===== config.mk =====
export PLATFORM = sky130hd
export DESIGN_NAME = dsdmnist_seqctrl
export DESIGN_NICKNAME = d
export VERILOG_FILES = /design/src/rtl/dsdmnist_seqctrl.sv
export SDC_FILE = /design/constraint.sdc
export NUM_CORES = 1
export LEC_CHECK = 0
export ABC_CLOCK_PERIOD_IN_PS = 1600
export CAP_MARGIN = 30
export CORE_MARGIN = 1.5
export CORE_UTILIZATION = 46
export DETAILED_ROUTE_END_ITERATION = 8
export GPL_ROUTABILITY_DRIVEN = 0
export GPL_TIMING_DRIVEN = 0
export PLACE_DENSITY = 0.78
export SLEW_MARGIN = 20
export SYNTH_ARGS = -nofsm -noshare
export SYNTH_HDL_FRONTEND = slang
export SYNTH_SLANG_ARGS = --single-unit

===== constraint.sdc =====
create_clock -name i_CLK -period 1.6 [get_ports i_CLK]
set_input_delay 0.32 -clock i_CLK [delete_from_list [all_inputs] [get_ports i_CLK]]
set_output_delay 0.32 -clock i_CLK [all_outputs]
set_load 0.01 [all_outputs]

===== src/rtl/dsdmnist_seqctrl.sv =====
// dsdmnist_seqctrl: conditions the board start switch, steps the MNIST engine
// through a batch of IMG_CNT images and stores each class in the result buffer.
//
// state   | meaning
// --------+------------------------------------------------------------
// S_IDLE  | waiting for the first start request after reset
// S_START | one-cycle start pulse to the engine for image idx
// S_WAIT  | engine busy; class is captured on its done pulse
// S_WRITE | one-cycle result buffer write for image idx
// S_DONE  | batch complete; done LED on, interrupt pulse, restartable
module dsdmnist_seqctrl #(
  parameter int IMG_CNT       = 10,
  parameter int ADDR_W        = 8,
  parameter int DATA_W        = 8,
  parameter int CLASS_W       = 4,
  parameter int BASE_ADDR     = 0,
  parameter int DEBOUNCE_CYC  = 16,
  parameter int INT_PULSE_CYC = 4,
  localparam int IDX_W        = (IMG_CNT > 1) ? $clog2(IMG_CNT) : 1
) (
  input  logic               i_CLK,
  input  logic               i_RST_n,
  input  logic               i_STARTSW,
  output logic               o_INFER_START,
  output logic [IDX_W-1:0]   o_INFER_IDX,
  input  logic               i_INFER_DONE,
  input  logic [CLASS_W-1:0] i_INFER_CLASS,
  output logic               o_ARMINT,
  output logic               o_DONELED,
  output logic               o_RESULTBUF_EN,
  output logic               o_RESULTBUF_WE,
  output logic [DATA_W-1:0]  o_RESULTBUF_DATA,
  output logic [ADDR_W-1:0]  o_RESULTBUF_ADDR
);

  localparam int DEB_W = (DEBOUNCE_CYC > 1) ? $clog2(DEBOUNCE_CYC) : 1;
  localparam int INT_W = $clog2(INT_PULSE_CYC + 1);

  typedef enum logic [2:0] {
    S_IDLE,
    S_START,
    S_WAIT,
    S_WRITE,
    S_DONE
  } state_t;

  state_t             state;
  state_t             state_nxt;
  logic               sw_meta;
  logic               sw_sync;
  logic               deb_level;
  logic               deb_prev;
  logic [DEB_W-1:0]   deb_cnt;
  logic               start_req;
  logic [IDX_W-1:0]   idx;
  logic [INT_W-1:0]   int_cnt;
  logic               last_img;
  logic [ADDR_W-1:0]  base_addr;

  assign start_req   = deb_level & ~deb_prev;
  assign last_img    = (idx == IDX_W'(IMG_CNT - 1));
  assign base_addr   = ADDR_W'(BASE_ADDR);
  assign o_INFER_IDX = idx;

  // Two-flop synchroniser, then a level that only follows the synchronised
  // switch after DEBOUNCE_CYC consecutive differing cycles.
  always_ff @(posedge i_CLK) begin
    if (!i_RST_n) begin
      sw_meta   <= 1'b0;
      sw_sync   <= 1'b0;
      deb_level <= 1'b0;
      deb_prev  <= 1'b0;
      deb_cnt   <= '0;
    end else begin
      sw_meta  <= i_STARTSW;
      sw_sync  <= sw_meta;
      deb_prev <= deb_level;
      if (sw_sync != deb_level) begin
        if (deb_cnt == DEB_W'(DEBOUNCE_CYC - 1)) begin
          deb_level <= sw_sync;
          deb_cnt   <= '0;
        end else begin
          deb_cnt <= deb_cnt + DEB_W'(1);
        end
      end else begin
        deb_cnt <= '0;
      end
    end
  end

  // Sequencer state register.
  always_ff @(posedge i_CLK) begin
    if (!i_RST_n) state <= S_IDLE;
    else          state <= state_nxt;
  end

  // Next-state decode and state-derived outputs.
  always_comb begin
    state_nxt      = state;
    o_INFER_START  = 1'b0;
    o_RESULTBUF_EN = 1'b0;
    o_RESULTBUF_WE = 1'b0;
    o_DONELED      = 1'b0;
    o_ARMINT       = 1'b0;
    case (state)
      S_IDLE: begin
        if (start_req) state_nxt = S_START;
      end
      S_START: begin
        o_INFER_START = 1'b1;
        state_nxt     = S_WAIT;
      end
      S_WAIT: begin
        if (i_INFER_DONE) state_nxt = S_WRITE;
      end
      S_WRITE: begin
        o_RESULTBUF_EN = 1'b1;
        o_RESULTBUF_WE = 1'b1;
        state_nxt      = last_img ? S_DONE : S_START;
      end
      S_DONE: begin
        o_DONELED = 1'b1;
        o_ARMINT  = (int_cnt != '0);
        if (start_req) state_nxt = S_START;
      end
      default: state_nxt = S_IDLE;
    endcase
  end

  // Image index, captured result word/address and interrupt pulse timer.
  // Address and data are loaded on the done pulse so they are stable for the
  // whole WRITE cycle and simply hold afterwards.
  always_ff @(posedge i_CLK) begin
    if (!i_RST_n) begin
      idx              <= '0;
      int_cnt          <= '0;
      o_RESULTBUF_ADDR <= '0;
      o_RESULTBUF_DATA <= '0;
    end else begin
      if ((state == S_IDLE || state == S_DONE) && start_req) begin
        idx <= '0;
      end else if (state == S_WRITE && !last_img) begin
        idx <= idx + IDX_W'(1);
      end
      if (state == S_WAIT && i_INFER_DONE) begin
        o_RESULTBUF_ADDR <= base_addr + ADDR_W'(idx);
        o_RESULTBUF_DATA <= DATA_W'(i_INFER_CLASS);
      end
      if (state == S_WRITE) begin
        int_cnt <= INT_W'(INT_PULSE_CYC);
      end else if (state == S_DONE && int_cnt != '0) begin
        int_cnt <= int_cnt - INT_W'(1);
      end
    end
  end

endmodule


== After elaboration in Yosys (flattened, before gate mapping) ==
Index checks and enable logic that the tools add are counted.

* Bits in registers: 26
* Bits of input ports: 8
* Output and inout bits: 25
* Logic and storage cells: 52

* Add/subtract/negate cells: 3
* Equality and inequality tests: 9
* Muxes and demuxes: 10
* Bitwise operators: 4
* Reductions and logical operators: 15

{| class="wikitable"
|+ Operators by type and width
! cell !! count
|-
| $mux 3 || 5
|-
| $pmux 3 s4 || 1
|-
| $add 4x1->4 const B || 2
|-
| $eq 4x4->1 const B || 2
|-
| $eq 3x2->1 const B || 2
|-
| $reduce_or 2->1 || 3
|-
| $logic_and 1x1->1 || 4
|-
| $mux 1 || 4
|-
| $reduce_and 2->1 || 2
|-
| $eq 3x1->1 const B || 1
|-
| $eq 3x3->1 const B || 1
|-
| $logic_not 3->1 || 1
|-
| $not 1->1 || 3
|-
| $reduce_bool 3->1 || 1
|-
| $reduce_or 3->1 || 1
|-
| $sub 3x1->3 const B || 1
|-
| $ne 2x1->1 const B || 1
|-
| $ne 2x2->1 const B || 1
|-
| $reduce_bool 2->1 || 1
|-
| $and 1x1->1 || 1
|-
| $logic_not 1->1 || 1
|-
| $logic_or 1x1->1 || 1
|-
| $ne 1x1->1 || 1
|}

== Depth between registers and ports, before layout ==
* Depth in word-level cells: 4
* Mapped depth: 5
* Depth with buffers taken out: 5

== Worst setup path before layout ==
OpenSTA, ideal clock, no wires.

* Path type: register to register
* From: reg state[1]
* To: reg int_cnt[2]
* Setup time: 0.074 ns
* Arrival: 1.373 ns
* Data required time: 1.526 ns
* Path slack: 0.153 ns
* Stages on the path, launching flop included: 5
* Buffers on the path: 1
* Period minus slack after synthesis: 1.447 ns
* Path through: dfxtp_1 -> or3b_1 -> clkbuf_2 -> or4_1 -> a31oi_1

* Word-level cells in the longest chain between the ends: 3
* Elaborated cells on any way between the ends: 5
* Classes of those cells: 2 x eq/ne; 1 x mux; 2 x reduce/logical

{| class="wikitable"
|+ Ends and longest elaborated chain
! element !! RTL line !! RTL
|-
| from (decl) || 47 || <nowiki>state_t state;</nowiki>
|-
| from (signal assigned) || 94 || <nowiki>else state <= state_nxt;</nowiki>
|-
| $eq 3x3->1 || 151 || <nowiki>end else if (state == S_DONE && int_cnt != '0) begin</nowiki>
|-
| $logic_and 1x1->1 || 151 ||
|-
| $reduce_bool 2->1 (no line) || n/a ||
|-
| to (signal assigned) || 150 || <nowiki>int_cnt <= INT_W'(INT_PULSE_CYC);</nowiki>
|-
| to (signal assigned) || 152 || <nowiki>int_cnt <= int_cnt - INT_W'(1);</nowiki>
|-
| to (decl) || 56 || <nowiki>logic [INT_W-1:0] int_cnt;</nowiki>
|}

Parallel ways exist; a longest one is shown, timed or not.
A chain may end at the register's enable or synchronous reset.

== Worst setup path in the final report ==
* From: reg state[2]
* To: out o_ARMINT

* Word-level cells in the longest chain between the ends: 2

{| class="wikitable"
|+ Ends and longest elaborated chain
! element !! RTL line !! RTL
|-
| $eq 3x3->1 || 105 || <nowiki>case (state)</nowiki>
|-
| $mux 1 || 105 ||
|-
| to (decl) || 28 || <nowiki>output logic o_ARMINT,</nowiki>
|}

Every way passes these cells.

==> results.ini <==
[floorplan]
initial_core_util=0.5016
dieArea_um2=2814
core_area_um2=2297
die_height_um=53.05
rows=17
die_w_um=53.05
boundaryPins=33

[synthesis]
synth_top_family_by_area=simple AND/OR/NAND/NOR gates
synth_xor_xnor_area_share=0.03040
synth_seq_area_share=0.4517
yosys.area.top_type=dfxtp_1
netlist_top_cells_area=dfxtp_1, mux2i_1, buf_4
async_flop_share=0
synthFlopType=dfxtp_1
synth-seq-cells=26
syn_inst=122
synth-simple-area-share=0.1954
ys_types=34
syn-cell-area_um2=1152
synth_top_area_share=0.4517
yosysWarningCount=0
synth_compound_area_frac=0.08360
synth-adder-area-share=0.05429
synthMuxAreaShare=0.07818
synth-edff-count=0
avgSynthCellArea_um2=9.446

[pwr]
p_leak_nw=0.7723
internal-power_mw=0.8101
power_frac_comb=0.055
clockPowerShare=0.316
ir_drop_uv=507.2
power_mw=1.019
power.switching_fraction=0.2054
power_density_nw_per_um2=635.1
p_switching_mw=0.2094
power_frac_seq=0.629

[cells_and_area]
area_growth_pct=39.31
layout-drive-gt1-share=0.2831
fin_nets=180
diodes=0

[min_path]
holdCritPathClass=input port to register
min_delay_path_depth=2
worst_hold_startpoint=i_RST_n
hold_end=state[0]$_SDFFE_PN0P_

[job]
maxCapViolations=0

[status]
status=complete, but fails checks
violations=negative setup slack

[worst_setup_path]
worst_setup_path_start_kind=register
cp.required_ns=1.28
worstReg2RegStart=state[2]$_SDFFE_PN0P_
slowest_stage=or3b_4
setup.worst_path.class=register to output port
ff2ff_path_depth=4
arrival_ns=1.34
slowest_delay_ns=0.41
startpoint=state[2]$_SDFFE_PN0P_
r2r_setup_slack_ns=0.04
crit_path_end_kind=output port
reg2reg_to=int_cnt[2]$_SDFFE_PN0P_
crit_fanout=5
worstPathCellList=or3b_4 > nor2_2 > buf_2

[clock_tree]
clk_latency_ns=0.31
postCtsHoldBufs=0
cts-buffers-inserted=3
cts-root-buf=clkbuf_4
path_clk_slew_ns=0.13
clk_path_buf_depth=2
cts_tree=built
clkSinkCount=26
htreeDepth=1

[route]
dr.pass1.iters=4
num_vias=973
final_antenna_net_count=0
via_per_inst=5.015
drc=0
avgRoutedWirePerCell_um=11.75
routed_wl_um=2279
drt-initial-drc-count=20

[timing]
maxSlewViolCount=0
max_freq_ghz=0.6034
hold_viol=0
finalWorstSetupSlack_ns=-0.05719
finalClockSkew_ns=0.002627
rsz0062_at_grt=true
period_minus_slack_ns=1.657
min_period_over_period=1.036
finalSetupTns_ns=-0.06006
setup_violations=2

[placement]
io_buffers=23
dp_hpwl_um=1550
dpl_worst_slack_ns=-0.2888

[grt]
grt_pass1_wl_um=3650
grt_pass1_vias=884
grt_max_degree=15
antenna_found_initial=0
grt_overflow_total=0
grtUsageTotal=0.1755

-- state kept, by name, indices dropped and copies added (netlist names) --
signal / cells
deb_cnt: 4
deb_level: 1
deb_prev: 1
int_cnt: 3
o_INFER_IDX: 4
o_RESULTBUF_ADDR: 4
o_RESULTBUF_DATA: 4
state: 3
sw_meta: 1
sw_sync: 1
-- worst max-delay path: cells and delay by family, from the launching register on --
family	cells	cell delay, ns
buf+inv	1	0.13
flops	1	0.39
simple gates	2	0.50
-- cell families after synthesis --
family / count (synthesis)
compound gates: 16
xor+xnor: 4
fa+ha+maj: 5
buf+inv: 21
flops: 26
mux: 9
other cells: 1
simple gates: 40
-- power by group through the flow --
stage	sequential [mW]	combinational (mW)	clock, mW
after floorplan	0.666	0.0363	0
after global placement	0.666	0.0542	0
after detailed placement	0.666	0.0553	0
after CTS	0.647	0.0554	0.336
after global routing	0.643	0.0619	0.358
final	0.642	0.0557	0.322
-- Yosys cell counts, types with 2 or more instances --
cell and number:
nand3_1 4, dfxtp_1 26, nand3b_1 2, nor2_1 14
ha_1 5, or3_1 4, mux2i_1 9, o21ai_0 5
and2_1 3, buf_4 10, inv_1 8, xor2_1 3
nor2b_1 3, a31oi_1 2, a21oi_1 5
-- metal layers --
metal / up-vias / routed length [µm] / GRT usage
li1: 492 / - / -
met5: - / 0 / 0
met2: 37 / 1092 / 0.3167
met3: 4 / 170 / 0.03390
met1: 440 / 990 / 0.2084
met4: 0 / 25 / 0.05128
-- placed cells by master, fill, tap and decap left out, types with 2 or more instances in the layout --
| master | instances |
|---|---|
| a21oi_1 | 5 |
| a31oi_1 | 2 |
| and2_1 | 3 |
| buf_2 | 2 |
| buf_4 | 19 |
| buf_6 | 4 |
| clkbuf_2 | 2 |
| clkbuf_4 | 3 |
| clkdlybuf4s50_1 | 14 |
| conb_1 | 8 |
| dfxtp_1 | 17 |
| dfxtp_2 | 3 |
| dfxtp_4 | 6 |
| dlymetal6s2s_1 | 4 |
| ha_1 | 5 |
| inv_1 | 6 |
| inv_2 | 2 |
| mux2i_1 | 9 |
| nand3_1 | 4 |
| nand3b_1 | 2 |
| nor2_1 | 13 |
| nor2b_1 | 2 |
| o21ai_0 | 5 |
| or3_1 | 4 |
| xor2_1 | 3 |
-- area by class of cell --
cell class / count / area, µm²
clock buffer: 4 / 36.28
timing repair buffer: 34 / 317.8
multi-input combinational: 82 / 555.5
buffer: 12 / 83.83
inverter: 8 / 30.03
sequential: 26 / 546.8
tap: 28 / 35.03
fill: 191 / 691.9
-- worst max-delay path by stage --
| stage | slack (ns) | cells after the start | to |
|---|---|---|---|
| global route | -0.12 | 3 | o_ARMINT |
| CTS | -0.08 | 3 | o_ARMINT |
| finish | -0.06 | 3 | o_ARMINT |
| detailed placement | -0.29 | 4 | o_ARMINT |
| floorplan | 0.15 | 4 | int_cnt[2]$_SDFFE_PN0P_ |
| global placement | -0.24 | 4 | o_ARMINT |
-- what timing repair did --
| action | CTS | global route |
|---|---|---|
| resized for setup | 29 | 18 |
| setup endpoints to repair | 9 | 9 |
| hold endpoints to repair | 0 | 0 |
| pin swaps | 3 | 2 |
| setup buffers | 6 | 5 |
-- stage by stage --
| step | hold WS, ns | cells | util | instance area, µm² |
|---|---|---|---|---|
| after global placement | 0.4174 | 180 | 0.6285 | 1444 |
| after global routing | 0.3744 | 194 | 0.6988 | 1605 |
| after CTS | 0.3593 | 189 | 0.6683 | 1535 |
| final | 0.3621 | 194 | 0.6988 | 1605 |
| after floorplan | 0.4119 | 129 | - | 1179 |
| after detailed placement | 0.4276 | 180 | 0.6285 | 1444 |
Power figures use the tool's default switching activity.
